File: config.mk
export PLATFORM = sky130hd
export DESIGN_NAME = hazard_scoreboard
export DESIGN_NICKNAME = d
export VERILOG_FILES = /design/src/rtl/hazard_scoreboard_pkg.sv /design/src/rtl/hazard_cmp.sv /design/src/rtl/hazard_scoreboard.sv
export SDC_FILE = /design/constraint.sdc
export NUM_CORES = 1
export LEC_CHECK = 0
export ABC_AREA = 0
export CORE_UTILIZATION = 45
export CTS_CLUSTER_DIAMETER = 30
export DETAILED_ROUTE_END_ITERATION = 16
export PLACE_DENSITY = 0.88
export SLEW_MARGIN = 20
export SYNTH_ARGS = -nofsm -noshare
export SYNTH_HDL_FRONTEND = slang
export SYNTH_SLANG_ARGS = --single-unit
File: constraint.sdc
create_clock -name clk -period 2.3 [get_ports clk]
set_input_delay 0.46 -clock clk [delete_from_list [all_inputs] [get_ports clk]]
set_output_delay 0.46 -clock clk [all_outputs]
set_load 0.1 [all_outputs]
File: src/rtl/hazard_scoreboard_pkg.sv
// Shared types and constants for the decode-stage hazard scoreboard.
package hazard_scoreboard_pkg;

  localparam int unsigned REG_W      = 3;
  localparam int unsigned OPCODE_W   = 5;
  localparam int unsigned NUM_STAGES = 3;

  // Scoreboard stage indices
  localparam int unsigned STAGE_EX  = 0;
  localparam int unsigned STAGE_MEM = 1;
  localparam int unsigned STAGE_WB  = 2;

  // One in-flight register write: valid, destination register, producer is a load
  typedef struct packed {
    logic             v;
    logic [REG_W-1:0] rg;
    logic             ld;
  } sb_entry_t;

  // Empty slot shifted in when no real write enters the pipeline
  function automatic sb_entry_t sb_bubble();
    return '0;
  endfunction

endpackage

File: src/rtl/hazard_cmp.sv
// Compares one scoreboard entry against the decoding instruction's sources.
module hazard_cmp
  import hazard_scoreboard_pkg::*;
(
  input  sb_entry_t        entry_i,
  input  logic [REG_W-1:0] rs_i,
  input  logic [REG_W-1:0] rt_i,
  input  logic             rs_valid_i,
  input  logic             rt_valid_i,
  output logic             match_o
);

  // Entry is live and either used source names its destination
  always_comb begin
    match_o = entry_i.v & ((rs_valid_i & (rs_i == entry_i.rg)) |
                           (rt_valid_i & (rt_i == entry_i.rg)));
  end

endmodule

File: src/rtl/hazard_scoreboard.sv
// Decode-stage hazard unit: 3-deep shift scoreboard of in-flight writes
// (EX, MEM, WB) that raises stall when the ID instruction needs an
// unavailable register. WB is tracked but never stalls (regfile bypass).
module hazard_scoreboard
  import hazard_scoreboard_pkg::*;
#(
  parameter bit          FORWARDING = 1'b1,
  parameter int unsigned CNT_W      = 16
) (
  input  logic             clk,
  input  logic             rst_n,
  input  logic             id_valid,
  input  logic [REG_W-1:0] Rs,
  input  logic [REG_W-1:0] Rt,
  input  logic             RsValid,
  input  logic             RtValid,
  input  logic             writeRegValid,
  input  logic [REG_W-1:0] id_wr_reg,
  input  logic             id_is_load,
  input  logic             flush,
  input  logic             pipe_hold,
  output logic             stall,
  output logic [CNT_W-1:0] stall_count
);

  sb_entry_t        sb_q [NUM_STAGES];
  sb_entry_t        sb_d [NUM_STAGES];
  logic [CNT_W-1:0] cnt_q, cnt_d;
  logic [NUM_STAGES-1:0] match;
  logic             stall_d;

  for (genvar g = 0; g < NUM_STAGES; g++) begin : g_cmp
    hazard_cmp u_cmp (
      .entry_i    (sb_q[g]),
      .rs_i       (Rs),
      .rt_i       (Rt),
      .rs_valid_i (RsValid),
      .rt_valid_i (RtValid),
      .match_o    (match[g])
    );
  end

  // Stall decision: with forwarding only load-use in EX stalls, otherwise any EX/MEM producer
  always_comb begin
    stall_d = 1'b0;
    if (rst_n && id_valid && !flush) begin
      if (FORWARDING) begin
        stall_d = match[STAGE_EX] & sb_q[STAGE_EX].ld;
      end else begin
        stall_d = match[STAGE_EX] | match[STAGE_MEM];
      end
    end
  end

  assign stall       = stall_d;
  assign stall_count = cnt_q;

  // Next-state: hold freezes everything; flush/stall shift in a bubble; else the ID write enters EX
  always_comb begin
    sb_d  = sb_q;
    cnt_d = cnt_q;
    if (!pipe_hold) begin
      sb_d[STAGE_WB]  = sb_q[STAGE_MEM];
      sb_d[STAGE_MEM] = sb_q[STAGE_EX];
      if (flush || stall_d) begin
        sb_d[STAGE_EX] = sb_bubble();
      end else begin
        sb_d[STAGE_EX].v  = id_valid & writeRegValid;
        sb_d[STAGE_EX].rg = id_wr_reg;
        sb_d[STAGE_EX].ld = id_is_load;
      end
      // stall_d is already zero under flush, so flush leaves the counter alone
      if (stall_d && (cnt_q != '1)) begin
        cnt_d = cnt_q + CNT_W'(1);
      end
    end
  end

  // State registers with synchronous active-low reset
  always_ff @(posedge clk) begin
    if (!rst_n) begin
      for (int unsigned i = 0; i < NUM_STAGES; i++) begin
        sb_q[i] <= sb_bubble();
      end
      cnt_q <= '0;
    end else begin
      sb_q  <= sb_d;
      cnt_q <= cnt_d;
    end
  end

endmodule

==> out/metrics.yaml <==
tightest_slew_ps: 503.6
cp-end-kind: "primary output"
crit_path_top_delay_cell: "clkdlybuf4s50_1"
avgSynthCellArea_um2: 8.613
seq_area_um2: 435.4
p_total_mw: 0.6355
post-route-util: 0.6998
coreArea_um2: 2276
track_usage: 0.2434
seqPwrFrac: 0.584
synth_nets: 148
area_growth_pct: 43.36
leakage_nw: 0.5855
antenna_found_initial: 0
pre_cts_ws_ps: -147.9
gp_congestion: 0.8537
die_w_um: 51.69
start_util: 0.4882
final_cell_mix: "buf_4, a21oi_1, nand3_1, dfxtp_2, clkdlybuf4s50_1"
grt_pass1_vias: 1161
tritoncts: "yes"
vias: 1204
status: "completed"
grt_overflow_total: 0
cts_hold_buf: 0
wl_per_cell_um: 14.59
dp.cells: 195
hold_viol: 0
ios: 35
p_int_mw: 0.4778
clk_latency_ps: 310
first_pass_iters: 4
netlist_area_um2: 1111
fin_tns_setup_ps: 0
fp.dieH_um: 51.69
ant_nets: 0
worstPathMaxFanout: 2
synth_warnings: 0
multi_input_area_um2: 665.6
min-delay-path-class: "reg2reg"
htree_levels: 1
slew_headroom: 0.6639
rsz0062_at_grt: "false"
power_switching_mw: 0.1577
period_needed_ps: 2255
synth_area_leaders: "dfxtp_1, a21oi_1, nand3_1, o31ai_1, or4_1"
drive_above_1_share: 0.3103
synth_edf_count: 0
port_buffers: 34
yosys.area.top_type: "dfxtp_1"
vias_per_cell: 5.960
postLayoutCellArea_um2: 1593
slowest_delay_ps: 520
yosysSeqAreaShare: 0.3784
async_flop_share: 0
clockPowerShare: 0.301
syn_inst: 129
hpwl_um: 2235
instances_no_fill: 202
n_fill_cell: 179
critical_path_arrival_ps: 1800
synth_seq_cells: 21
final-setup-viol-count: 0
cts_buffers: 3
combinationalPowerShare: 0.114
drv_cap: 0
clock_sinks: 21
synth-main-ff-cell: "dfxtp_1"
grt_start_max_net_pins: 17
drc_errors: 0
max_freq_ghz: 0.4434
critical_path_class: "in2out"
antenna_cells: 0
fin_skew_ps: 5.314
grt_first_pass_wirelength_um: 4836
layout_worst_path_cycle_share: 0.9806
final_nets: 194
final_common_cell: "buf_4"
cp_top_family: "buffers and inverters"
yosysUniqueCellTypes: 33
crit_buf_inv: 3
power_density_nw_per_um2: 399.0
required_ps: 1840
yosysTopAreaCellShare: 0.3784
die-area_um2: 2672
crit_chain: "clkdlybuf4s50_1, nand3_4, buf_4, nor4b_4, buf_12"
vdd_ir_drop_max_mv: 0.3752
finalWirelength_um: 2947
clk_path_buf_depth: 2
dpl_cell_area_um2: 1544
rows: 17
cts.clk_slew.worst_paths_ps: 130
first_iter_violations: 16
slew_viol_final: 0
start_kind: "input pin"
root_buffer: "clkbuf_4"
whs_ps: 512.1
worst_slack_ps: 44.56
switching_share: 0.2481
-- worst register-to-register path, delay by kind of cell, from the launching register on --
kind / cells / cell delay (ps)
simple gates: 3 / 510
flops: 1 / 390
buf+inv: 2 / 300
compound gates: 1 / 260
fa+ha+maj: 1 / 230
mux: 1 / 180
-- Yosys cell counts (2+ instances only) --
cell,number
a211o_1,2
a21oi_1,14
and3_1,2
buf_6,2
clkbuf_1,3
dfxtp_1,21
inv_1,7
nand2_1,5
nand3_1,12
nand4_1,5
nor2_1,2
nor4_1,2
o21ai_0,6
o31ai_1,7
o41ai_1,4
or3_1,7
or4_1,7
xnor2_1,6
-- cell families (layout without fill, tap and decap cells) --
family / count (synthesis) / after routing / synth area share
and+or+nand+nor: 50 / 50 / 0.2815
AOI/OAI and AO/OA: 36 / 36 / 0.2061
DFF: 21 / 21 / 0.3784
buffers and inverters: 13 / 58 / 0.05856
xor gates and xnor gates: 7 / 7 / 0.05518
adders and majority gates: 1 / 1 / 0.01126
muxes: 1 / 1 / 0.009009
-- power groups by stage --
stage	Clock (mW)	Combinational, mW	Sequential [mW]
detailed placement	0	0.0716	0.379
CTS	0.198	0.0727	0.371
floorplan	0	0.0290	0.378
global route	0.213	0.0777	0.372
global placement	0	0.0684	0.379
finish	0.191	0.0727	0.371
-- what timing repair did --
item                                    4_1_cts  5_1_grt
pin swaps                                     6        1
resized for setup                             6        3
endpoints found under the setup margin        1        1
setup buffers                                 3        0
-- sequential cells by signal (all words and copies together), names as in the netlist --
| signal | flops |
|---|---|
| stall_count | 16 |
| sb_q | 5 |
-- worst paths after layout --
path                        from        endpoint  slack [ps]  cells after the start
setup reg to reg  stall_count[0]  stall_count[1]         320                      8
setup / recovery           rst_n           stall          40                      5
hold / removal          sb_q[14]        sb_q[14]         510                      2
hold reg to reg         sb_q[14]        sb_q[14]         510                      2
-- final cells by class --
class,count,share of cell area
flip-flops and latches,21,0.2734
clock buffers,3,0.01414
clock inverters,1,0.004713
inverters,7,0.01650
well taps,28,0.02200
repair buffers,47,0.2514
multi-input cells,95,0.4179
-- metal layers --
| metal | part of all wire | wire [um] | global-route usage |
|---|---|---|---|
| met1 | 0.39 | 1160 | 0.2721 |
| met2 | 0.54 | 1577 | 0.4416 |
| met3 | 0.036 | 105 | 0.02632 |
| met4 | 0.035 | 104 | 0.1396 |
| met5 | 0 | 0 | 0 |
No activity file was read; power rests on OpenSTA's default activity.
